`src/rtl/pipe_control.sv`:
```
// -----------------------------------------------------------------------------
// pipe_control
//
// Control path of the 5-stage MIPS pipeline. Decodes the ID-stage opcode into
// a control bundle and carries it through the ID/EX, EX/MEM and MEM/WB stage
// registers. It also decides load-use stalls, branch/jump flushes and the
// EX-stage ALU operand forwarding selects.
//
// Parameters
//   REG_AW       register-address width
//   CNT_W        width of the saturating load-use stall counter
//   ENABLE_ADDI  decode ADDI (001000) when non-zero, otherwise it is illegal
//   ENABLE_JUMP  decode J (000010) when non-zero, otherwise it is illegal
//
// Ports
//   clk, rst_n                  clock, asynchronous active-low reset
//   id_valid, id_opcode         instruction presence and opcode in ID
//   id_rs, id_rt, id_rd         register fields in ID
//   mem_zero                    ALU zero flag held in EX/MEM
//   ex_alu_op, ex_alu_src,
//   ex_reg_dst, ex_dst          EX-stage controls and destination register
//   mem_read, mem_write,
//   mem_branch                  MEM-stage controls
//   wb_reg_write, wb_mem_to_reg,
//   wb_dst                      WB-stage controls and destination register
//   fwd_a, fwd_b                operand select: 00 regfile, 10 EX/MEM, 01 MEM/WB
//   pc_write, ifid_write,
//   ifid_flush                  front-end controls
//   pc_src, jump                take branch / jump target
//   illegal_op                  valid but undecodable opcode in ID
//   stall_count                 saturating count of load-use bubbles
// -----------------------------------------------------------------------------
module pipe_control #(
    parameter int REG_AW      = 5,
    parameter int CNT_W       = 16,
    parameter int ENABLE_ADDI = 1,
    parameter int ENABLE_JUMP = 1
) (
    input  logic              clk,
    input  logic              rst_n,
    input  logic              id_valid,
    input  logic [5:0]        id_opcode,
    input  logic [REG_AW-1:0] id_rs,
    input  logic [REG_AW-1:0] id_rt,
    input  logic [REG_AW-1:0] id_rd,
    input  logic              mem_zero,
    output logic [1:0]        ex_alu_op,
    output logic              ex_alu_src,
    output logic              ex_reg_dst,
    output logic [REG_AW-1:0] ex_dst,
    output logic              mem_read,
    output logic              mem_write,
    output logic              mem_branch,
    output logic              wb_reg_write,
    output logic              wb_mem_to_reg,
    output logic [REG_AW-1:0] wb_dst,
    output logic [1:0]        fwd_a,
    output logic [1:0]        fwd_b,
    output logic              pc_write,
    output logic              ifid_write,
    output logic              ifid_flush,
    output logic              pc_src,
    output logic              jump,
    output logic              illegal_op,
    output logic [CNT_W-1:0]  stall_count
);

    localparam logic [5:0] OP_RTYPE = 6'b000000;
    localparam logic [5:0] OP_LW    = 6'b100011;
    localparam logic [5:0] OP_SW    = 6'b101011;
    localparam logic [5:0] OP_BEQ   = 6'b000100;
    localparam logic [5:0] OP_ADDI  = 6'b001000;
    localparam logic [5:0] OP_J     = 6'b000010;

    localparam logic [CNT_W-1:0] CNT_MAX = {CNT_W{1'b1}};

    // ------------------------------------------------------------------
    // ID decode
    // ------------------------------------------------------------------
    logic [1:0] d_alu_op;
    logic       d_alu_src;
    logic       d_reg_dst;
    logic       d_mem_read;
    logic       d_mem_write;
    logic       d_branch;
    logic       d_reg_write;
    logic       d_mem_to_reg;
    logic       d_jump;
    logic       d_illegal;
    logic       d_uses_regs;   // opcode reads rs/rt, so it can be a load-use victim

    always_comb begin
        d_alu_op     = 2'b00;
        d_alu_src    = 1'b0;
        d_reg_dst    = 1'b0;
        d_mem_read   = 1'b0;
        d_mem_write  = 1'b0;
        d_branch     = 1'b0;
        d_reg_write  = 1'b0;
        d_mem_to_reg = 1'b0;
        d_jump       = 1'b0;
        d_illegal    = 1'b0;
        d_uses_regs  = 1'b0;
        if (id_valid) begin
            case (id_opcode)
                OP_RTYPE: begin
                    d_alu_op    = 2'b10;
                    d_reg_dst   = 1'b1;
                    d_reg_write = 1'b1;
                    d_uses_regs = 1'b1;
                end
                OP_LW: begin
                    d_alu_src    = 1'b1;
                    d_mem_read   = 1'b1;
                    d_reg_write  = 1'b1;
                    d_mem_to_reg = 1'b1;
                    d_uses_regs  = 1'b1;
                end
                OP_SW: begin
                    d_alu_src   = 1'b1;
                    d_mem_write = 1'b1;
                    d_uses_regs = 1'b1;
                end
                OP_BEQ: begin
                    d_alu_op    = 2'b01;
                    d_branch    = 1'b1;
                    d_uses_regs = 1'b1;
                end
                OP_ADDI: begin
                    if (ENABLE_ADDI != 0) begin
                        d_alu_src   = 1'b1;
                        d_reg_write = 1'b1;
                        d_uses_regs = 1'b1;
                    end else begin
                        d_illegal = 1'b1;
                    end
                end
                OP_J: begin
                    if (ENABLE_JUMP != 0) begin
                        d_jump = 1'b1;
                    end else begin
                        d_illegal = 1'b1;
                    end
                end
                default: d_illegal = 1'b1;
            endcase
        end
    end

    // ------------------------------------------------------------------
    // Stage registers
    // ------------------------------------------------------------------
    logic [1:0]        ex_alu_op_reg;
    logic              ex_alu_src_reg;
    logic              ex_reg_dst_reg;
    logic              ex_mem_read_reg;
    logic              ex_mem_write_reg;
    logic              ex_branch_reg;
    logic              ex_reg_write_reg;
    logic              ex_mem_to_reg_reg;
    logic [REG_AW-1:0] ex_rs_reg;
    logic [REG_AW-1:0] ex_rt_reg;
    logic [REG_AW-1:0] ex_rd_reg;

    logic              mem_read_reg;
    logic              mem_write_reg;
    logic              mem_branch_reg;
    logic              mem_reg_write_reg;
    logic              mem_mem_to_reg_reg;
    logic [REG_AW-1:0] mem_dst_reg;

    logic              wb_reg_write_reg;
    logic              wb_mem_to_reg_reg;
    logic [REG_AW-1:0] wb_dst_reg;

    logic [CNT_W-1:0]  stall_count_reg;

    // ------------------------------------------------------------------
    // Hazard detection
    // ------------------------------------------------------------------
    logic [REG_AW-1:0] ex_dst_sel;
    logic              load_use;
    logic              stall;
    logic              take_branch;
    logic              id_load;

    assign ex_dst_sel  = ex_reg_dst_reg ? ex_rd_reg : ex_rt_reg;
    assign take_branch = mem_branch_reg & mem_zero;

    // rt is compared for every opcode, even ones that only read rs; this can
    // add a spurious bubble but never misses a real dependency.
    assign load_use = ex_mem_read_reg & (ex_dst_sel != '0)
                    & ((ex_dst_sel == id_rs) | (ex_dst_sel == id_rt))
                    & d_uses_regs;

    // A taken branch squashes the ID instruction, so its stall is moot.
    assign stall = load_use & ~take_branch;

    // ID/EX takes the decoded instruction only when it is a real instruction
    // that is neither stalled, flushed nor a jump (which retires in ID).
    assign id_load = id_valid & ~d_illegal & ~d_jump & ~stall & ~take_branch;

    always_ff @(posedge clk or negedge rst_n) begin
        if (!rst_n) begin
            ex_alu_op_reg      <= 2'b00;
            ex_alu_src_reg     <= 1'b0;
            ex_reg_dst_reg     <= 1'b0;
            ex_mem_read_reg    <= 1'b0;
            ex_mem_write_reg   <= 1'b0;
            ex_branch_reg      <= 1'b0;
            ex_reg_write_reg   <= 1'b0;
            ex_mem_to_reg_reg  <= 1'b0;
            ex_rs_reg          <= '0;
            ex_rt_reg          <= '0;
            ex_rd_reg          <= '0;
        end else if (id_load) begin
            ex_alu_op_reg      <= d_alu_op;
            ex_alu_src_reg     <= d_alu_src;
            ex_reg_dst_reg     <= d_reg_dst;
            ex_mem_read_reg    <= d_mem_read;
            ex_mem_write_reg   <= d_mem_write;
            ex_branch_reg      <= d_branch;
            ex_reg_write_reg   <= d_reg_write;
            ex_mem_to_reg_reg  <= d_mem_to_reg;
            ex_rs_reg          <= id_rs;
            ex_rt_reg          <= id_rt;
            ex_rd_reg          <= id_rd;
        end else begin
            // bubble: fields are cleared too so ex_dst reads 0
            ex_alu_op_reg      <= 2'b00;
            ex_alu_src_reg     <= 1'b0;
            ex_reg_dst_reg     <= 1'b0;
            ex_mem_read_reg    <= 1'b0;
            ex_mem_write_reg   <= 1'b0;
            ex_branch_reg      <= 1'b0;
            ex_reg_write_reg   <= 1'b0;
            ex_mem_to_reg_reg  <= 1'b0;
            ex_rs_reg          <= '0;
            ex_rt_reg          <= '0;
            ex_rd_reg          <= '0;
        end
    end

    always_ff @(posedge clk or negedge rst_n) begin
        if (!rst_n) begin
            mem_read_reg       <= 1'b0;
            mem_write_reg      <= 1'b0;
            mem_branch_reg     <= 1'b0;
            mem_reg_write_reg  <= 1'b0;
            mem_mem_to_reg_reg <= 1'b0;
            mem_dst_reg        <= '0;
        end else if (take_branch) begin
            // the instruction in EX is on the wrong path
            mem_read_reg       <= 1'b0;
            mem_write_reg      <= 1'b0;
            mem_branch_reg     <= 1'b0;
            mem_reg_write_reg  <= 1'b0;
            mem_mem_to_reg_reg <= 1'b0;
            mem_dst_reg        <= '0;
        end else begin
            mem_read_reg       <= ex_mem_read_reg;
            mem_write_reg      <= ex_mem_write_reg;
            mem_branch_reg     <= ex_branch_reg;
            mem_reg_write_reg  <= ex_reg_write_reg;
            mem_mem_to_reg_reg <= ex_mem_to_reg_reg;
            mem_dst_reg        <= ex_dst_sel;
        end
    end

    always_ff @(posedge clk or negedge rst_n) begin
        if (!rst_n) begin
            wb_reg_write_reg  <= 1'b0;
            wb_mem_to_reg_reg <= 1'b0;
            wb_dst_reg        <= '0;
        end else begin
            wb_reg_write_reg  <= mem_reg_write_reg;
            wb_mem_to_reg_reg <= mem_mem_to_reg_reg;
            wb_dst_reg        <= mem_dst_reg;
        end
    end

    always_ff @(posedge clk or negedge rst_n) begin
        if (!rst_n) begin
            stall_count_reg <= '0;
        end else if (stall && (stall_count_reg != CNT_MAX)) begin
            stall_count_reg <= stall_count_reg + 1'b1;
        end
    end

    // ------------------------------------------------------------------
    // Forwarding: operand 0 compares against rs, operand 1 against rt
    // ------------------------------------------------------------------
    logic [REG_AW-1:0] fwd_src [2];
    logic [1:0]        fwd_sel [2];

    assign fwd_src[0] = ex_rs_reg;
    assign fwd_src[1] = ex_rt_reg;

    generate
        for (genvar gi = 0; gi < 2; gi++) begin : g_fwd
            always_comb begin
                fwd_sel[gi] = 2'b00;
                if (mem_reg_write_reg && (mem_dst_reg != '0) && (mem_dst_reg == fwd_src[gi])) begin
                    fwd_sel[gi] = 2'b10;
                end else if (wb_reg_write_reg && (wb_dst_reg != '0) && (wb_dst_reg == fwd_src[gi])) begin
                    fwd_sel[gi] = 2'b01;
                end
            end
        end
    endgenerate

    // ------------------------------------------------------------------
    // Outputs
    // ------------------------------------------------------------------
    assign ex_alu_op     = ex_alu_op_reg;
    assign ex_alu_src    = ex_alu_src_reg;
    assign ex_reg_dst    = ex_reg_dst_reg;
    assign ex_dst        = ex_dst_sel;
    assign mem_read      = mem_read_reg;
    assign mem_write     = mem_write_reg;
    assign mem_branch    = mem_branch_reg;
    assign wb_reg_write  = wb_reg_write_reg;
    assign wb_mem_to_reg = wb_mem_to_reg_reg;
    assign wb_dst        = wb_dst_reg;
    assign fwd_a         = fwd_sel[0];
    assign fwd_b         = fwd_sel[1];
    assign pc_src        = take_branch;
    assign jump          = d_jump & ~take_branch;
    assign pc_write      = ~stall;
    assign ifid_write    = ~stall;
    assign ifid_flush    = take_branch | (d_jump & ~take_branch);
    assign illegal_op    = d_illegal;
    assign stall_count   = stall_count_reg;

endmodule

```
`config.mk`:
```
export PLATFORM = sky130hd
export DESIGN_NAME = pipe_control
export DESIGN_NICKNAME = d
export VERILOG_FILES = /design/src/rtl/pipe_control.sv
export SDC_FILE = /design/constraint.sdc
export NUM_CORES = 1
export LEC_CHECK = 0
export ABC_AREA = 1
export ABC_CLOCK_PERIOD_IN_PS = 4100
export CAP_MARGIN = 10
export CELL_PAD_IN_SITES_DETAIL_PLACEMENT = 1
export CELL_PAD_IN_SITES_GLOBAL_PLACEMENT = 1
export CORE_MARGIN = 8
export CORE_UTILIZATION = 39
export DETAILED_ROUTE_END_ITERATION = 10
export GPL_ROUTABILITY_DRIVEN = 0
export GPL_TIMING_DRIVEN = 0
export PLACE_DENSITY_LB_ADDON = 0.1
export SLEW_MARGIN = 5
export SYNTH_ARGS = -nofsm -noshare
export SYNTH_HDL_FRONTEND = slang
export SYNTH_SLANG_ARGS = --single-unit
```
`constraint.sdc`:
```
create_clock -name clk -period 4.1 [get_ports clk]
set_input_delay 0.82 -clock clk [delete_from_list [all_inputs] [get_ports clk]]
set_output_delay 0.82 -clock clk [all_outputs]
set_load 0.01 [all_outputs]
```
==> results of run 1 <==
-- metrics by stage --
stage               util (%)  instances  power, mW  setup slack (ns)  hold WS (ns)
floorplan                  -        382      0.591              1.57         0.353
global placement        50.1        552      0.640             0.495         0.359
detailed placement      50.3        553      0.644             0.478         0.368
CTS                     51.5        561      0.950             0.472         0.391
global route            51.5        561      0.978             0.323         0.404
finish                  51.5        561      0.937             0.479         0.390
-- layer usage --
layer	vias up	share of wire (%)
met5	-	0
met4	0	0.34
met3	2	5.0
met2	61	48
met1	1318	47
li1	1343	-
-- synth_stat cells --
cell       instances  area share, %
nand2_1           86             11
inv_1             59            7.4
dfrtp_1           55             46
nor2_1            53            6.7
nand3_1           35            5.9
nand4_1           21            4.4
xnor2_1           11            3.2
xor2_1            11            3.2
buf_6              7            2.6
nand2_2            7            1.5
nor3_1             7            1.2
a21oi_1            5           0.84
buf_4              3           0.75
clkbuf_1           2           0.25
nand3_2            2           0.67
nor3_2             2           0.67
nor4_1             2           0.42
o21ai_1            2           0.34
o41ai_1            2           0.59
or2_2              2           0.42
ha_1               1           0.42
inv_2              1           0.13
inv_6              1           0.29
nand3b_1           1           0.25
nor2_2             1           0.21
o2111ai_1          1           0.29
o21a_1             1           0.25
o21ai_0            1           0.17
-- area by class of cell --
cell class	count	area [sq um]
fillers	947	3670
flip-flops and latches	55	1380
multi-input cells	254	1260
repair buffers	69	696
inverters	61	234
well taps	102	128
plain buffers	12	109
clock buffers	5	68.8
clock inverters	3	20.0
-- worst max-delay path, delay by kind of cell --
kind                   cells  cell delay, ns
AND/OR/NAND/NOR            6            0.80
buffers and inverters      4            1.19
-- power breakdown --
part | leakage, nW | total, mW | internal, mW | switching (mW)
Combinational | 1.13 | 0.0828 | 0.0388 | 0.0440
Clock | 0.0402 | 0.305 | 0.120 | 0.186
Sequential | 0.762 | 0.549 | 0.545 | 0.00365
Total | 1.93 | 0.937 | 0.703 | 0.233
-- cells by family (layout without fill, tap and decap cells) --
kind of cell    count (synthesis)  count (layout)  synth area share [%]
simple gates                  219             219                  33.0
fa+ha+maj                       1               1                 0.419
compound gates                 12              12                  2.47
xor+xnor                       22              22                  6.46
flops                          55              55                  46.1
buf+inv                        73             150                  11.5
-- worst max path at each step --
| stage | from | end | cells past startpoint |
|---|---|---|---|
| floorplan | id_opcode[1] | pc_write | 8 |
| global placement | rst_n | mem_mem_to_reg_reg | 1 |
| detailed placement | id_opcode[1] | pc_write | 10 |
| CTS | id_opcode[1] | pc_write | 10 |
| global route | id_opcode[1] | pc_write | 10 |
| finish | id_opcode[1] | pc_write | 10 |
==> flow_metrics.env, run 1 <==
export IMPL_status="complete, no violations"
export IMPL_io_buffers=68
export IMPL_postSynthCellCount=382
export IMPL_gr_total_overflow=0
export IMPL_num_vias=2724
export IMPL_crit_path_start_kind="primary input"
export IMPL_ys_seq_elements=55
export IMPL_crit_slowest_cell="clkdlybuf4s50_1"
export IMPL_antenna_cells=0
export IMPL_antenna_found_initial=0
export IMPL_cts_made_buffers=5
export IMPL_drc_errors=0
export IMPL_drive_gt1_share_pct=7.84
export IMPL_endpoint_kind="output pin"
export IMPL_synth_cell_type_count=28
export IMPL_regToRegStartpoint="ex_reg_dst"
export IMPL_wire_per_inst_microns=15.1
export IMPL_min_from="mem_reg_write_reg"
export IMPL_setup_tns_final_ns=0
export IMPL_initial_core_util_pct=39.4
export IMPL_core_rowCount=32
export IMPL_synth_nets=408
export IMPL_holdCritPathClass="flip-flop to flip-flop"
export IMPL_die_w_microns=103
export IMPL_arrival_ns=2.80
export IMPL_r2r_end="ex_rs_reg[4]"
export IMPL_leakagePower_nw=1.93
export IMPL_drtIter0Drc=102
export IMPL_reg2reg_setup_slack_ns=2.22
export IMPL_seq_area_frac_synth_pct=46.1
export IMPL_dpl_cell_area_sq_mm=0.00381
export IMPL_area_growth_pct=30.6
export IMPL_p_per_area_mw_per_mm2=240
export IMPL_grt_pass1_vias=2941
export IMPL_rsz0062_at_grt="no"
export IMPL_cts_max_level=2
export IMPL_grt_busiest_layer="met2"
export IMPL_met2_usage_pct=28.9
export IMPL_largest_register_ffs=16
export IMPL_fin_skew_ns=0.0116
export IMPL_reg2reg_depth=11
export IMPL_timing_max_cap_violations=0
export IMPL_gr_usage_met1_pct=21.0
export IMPL_required_ns=3.28
export IMPL_cts_tree="built"
export IMPL_final_common_cell="nand2_1"
export IMPL_clkSinkCount=55
export IMPL_min_period_ns=3.62
export IMPL_layout_common_cells="86 x nand2_1, 67 x clkdlybuf4s50_1, 59 x inv_1"
export IMPL_cts_resized=0
export IMPL_cp_common_cell="nand2_1"
export IMPL_setup_viol_count_final=0
export IMPL_holdPathEnd="wb_reg_write"
export IMPL_worst_path_max_fanout=4
export IMPL_slew_headroom_pct=64.0
export IMPL_die_area_sq_mm=0.0107
export IMPL_ant_nets=0
export IMPL_ir_drop_mv=0.115
export IMPL_gr_usage_met3_pct=3.75
export IMPL_crit_chain="clkdlybuf4s50_1 > inv_2 > nor3_2 > nand2_1 > nand2_1 > nand2_1 > nor2_2 > nand2_1 > buf_4 > clkdlybuf4s50_1"
export IMPL_tightest_slew_ns=0.540
export IMPL_cts_setup_buffers=0
export IMPL_drtPass1Iterations=4
export IMPL_cpPeakStageDelay_ns=0.51
export IMPL_slew_violations=0
export IMPL_cts_root_buf="clkbuf_8"
export IMPL_clk_latency_ns=0.31
export IMPL_io_pins=70
export IMPL_drt_vias_per_instance=4.86
export IMPL_clk_pin_slew_worst_paths_ns=0.10
export IMPL_dp_hpwl_microns=6760
export IMPL_hold_buffers=0
export IMPL_routed_wl_microns=8450
export IMPL_crit_type="primary input to output pin"
export IMPL_syn_avg_cell_area_sq_um=7.81
export IMPL_yosys_warnings=0
export IMPL_fmaxAchievable_mhz=276
export IMPL_grt_max_degree=40
export IMPL_whs_path_depth=0
export IMPL_post_route_period_util_pct=88.3
export IMPL_track_usage_pct=16.8
export IMPL_final_area_sq_mm=0.00390
export IMPL_hold_violations=0
export IMPL_core_region_area_sq_mm=0.00757
export IMPL_num_nets_final=484
export IMPL_synthesis_area_sq_mm=0.00298
export IMPL_grt_pass1_wl_microns=14000
export IMPL_cts_buffer_depth=2
export IMPL_die_height_microns=103
Power figures use the tool's default switching activity.
==> run 2: changes to the inputs <==
- GPL_TIMING_DRIVEN: 0 -> default
==> flow_metrics.env, run 2 (synthesis gave the netlist of run 1 again) <==
export IMPL_status="complete, no violations"
export IMPL_reg2reg_setup_slack_ns=1.74
export IMPL_drive_gt1_share_pct=6.43
export IMPL_setup_tns_final_ns=0
export IMPL_endpoint_kind="output pin"
export IMPL_die_height_microns=103
export IMPL_p_int_mw=0.765
export IMPL_crit_path_start_kind="primary input"
export IMPL_final_common_cell="nand2_1"
export IMPL_crit_type="primary input to output pin"
export IMPL_clkSinkCount=55
export IMPL_holdCritPathClass="flip-flop to flip-flop"
export IMPL_drt_vias_per_instance=4.83
export IMPL_grt_pass1_wl_microns=13500
export IMPL_register_area_sq_mm=0.00138
export IMPL_largest_register_ffs=16
export IMPL_multi_input_area_sq_mm=0.00126
export IMPL_fin_skew_ns=0.0157
export IMPL_drc_errors=0
export IMPL_final_area_sq_mm=0.00383
export IMPL_r2r_end="ex_rs_reg[4]"
export IMPL_cts_made_buffers=5
export IMPL_whs_path_depth=0
export IMPL_grt_max_degree=34
export IMPL_timing_max_cap_violations=0
export IMPL_cts_tree="built"
export IMPL_ant_nets=0
export IMPL_cts_resized=0
export IMPL_drtPass1Iterations=4
export IMPL_layout_common_cells="86 x nand2_1, 68 x clkdlybuf4s50_1, 59 x inv_1"
export IMPL_num_nets_final=476
export IMPL_ir_drop_mv=0.142
export IMPL_min_from="mem_mem_to_reg_reg"
export IMPL_post_route_period_util_pct=84.6
export IMPL_antenna_found_initial=0
export IMPL_routed_wl_microns=8270
export IMPL_p_per_area_mw_per_mm2=261
export IMPL_p_seq_share_pct=54.8
export IMPL_tightest_slew_ns=0.762
export IMPL_holdPathEnd="wb_mem_to_reg"
export IMPL_hold_buffers=0
export IMPL_gr_total_overflow=0
export IMPL_num_vias=2672
export IMPL_clk_pin_slew_worst_paths_ns=0.09
export IMPL_clk_latency_ns=0.32
export IMPL_core_region_area_sq_mm=0.00757
export IMPL_cts_buffer_depth=2
export IMPL_drtIter0Drc=93
export IMPL_grt_pass1_vias=2871
export IMPL_regToRegStartpoint="ex_reg_dst"
export IMPL_die_w_microns=103
export IMPL_clkPwrFrac_pct=37.3
export IMPL_cts_root_buf="clkbuf_8"
export IMPL_p_switching_mw=0.236
export IMPL_track_usage_pct=16.0
export IMPL_slew_headroom_pct=49.2
export IMPL_wire_per_inst_microns=15.0
export IMPL_die_area_sq_mm=0.0107
export IMPL_hold_violations=0
export IMPL_dpl_cell_area_sq_mm=0.00372
export IMPL_rsz0062_at_grt="no"
export IMPL_core_rowCount=32
export IMPL_wl_met3_microns=456
export IMPL_required_ns=3.28
export IMPL_io_pins=70
export IMPL_top_layer="met4"
export IMPL_p_sw_share_pct=23.6
export IMPL_io_buffers=69
export IMPL_dr_wl_met2_microns=3890
export IMPL_slew_violations=0
export IMPL_initial_core_util_pct=39.4
export IMPL_cts_max_level=2
export IMPL_wl_met1_microns=3860
export IMPL_setup_viol_count_final=0
export IMPL_cts_setup_buffers=0
export IMPL_antenna_cells=0
export IMPL_reg2reg_depth=8
export IMPL_fillers=930
export IMPL_total_power_mw=1.00
export IMPL_min_period_ns=3.47
export IMPL_dp_hpwl_microns=6440
export IMPL_worst_path_max_fanout=4
export IMPL_leakagePower_nw=1.91
export IMPL_fmaxAchievable_mhz=288
export IMPL_arrival_ns=2.65
export IMPL_pwr_share_comb_pct=7.9
export IMPL_area_growth_pct=28.5
[run 2: per-stage QoR]
step | hold WS [ns] | setup slack (ns) | instances | utilization (%)
after CTS | 0.395 | 0.602 | 553 | 50.7
after global routing | 0.419 | 0.502 | 553 | 50.7
after global placement | 0.364 | 0.716 | 545 | 49.1
after detailed placement | 0.373 | 0.611 | 545 | 49.1
final | 0.392 | 0.630 | 553 | 50.7
after floorplan | 0.353 | 1.57 | 382 | -
[run 2: critical path, stage by stage]
cell             delay, ns
clkdlybuf4s50_1       0.50
nand2_1               0.08
nor3_2                0.21
nand2_1               0.09
nand2_1               0.12
nand2_1               0.07
nor2_2                0.13
nand2_1               0.12
clkdlybuf4s50_1       0.50
[run 2: cell type report]
type | instances | share of cell area [%]
Clock buffer | 5 | 1.80
Clock inverter | 3 | 1.21
Inverter | 61 | 6.10
Multi-Input combinational cell | 254 | 33.0
Sequential cell | 55 | 35.9
Tap cell | 102 | 3.33
Timing Repair Buffer | 73 | 18.7
[run 2: power groups by stage]
stage | sequential [mW] | combinational, mW | clock, mW
after detailed placement | 0.560 | 0.0805 | 0
final | 0.549 | 0.0793 | 0.373
after global placement | 0.559 | 0.0783 | 0
after global routing | 0.549 | 0.0889 | 0.406
after floorplan | 0.559 | 0.0326 | 0
after CTS | 0.549 | 0.0809 | 0.388
[run 2: metal layers]
layer / GRT usage (%) / vias to the layer above
li1: - / 1326
met2: 26.6 / 59
met3: 4.28 / 6
met1: 20.1 / 1281
met5: 0 / -
met4: 4.12 / 0
[run 2: how the worst max path moves through the flow]
stage / to / from / slack, ns / cells past startpoint
final: ifid_write / id_opcode[0] / 0.63 / 9
after global routing: pc_write / id_opcode[1] / 0.50 / 9
after CTS: ifid_write / id_opcode[0] / 0.60 / 9
after detailed placement: ifid_write / id_opcode[0] / 0.61 / 9
after global placement: pc_write / id_opcode[1] / 0.72 / 9
after floorplan: pc_write / id_opcode[1] / 1.57 / 8
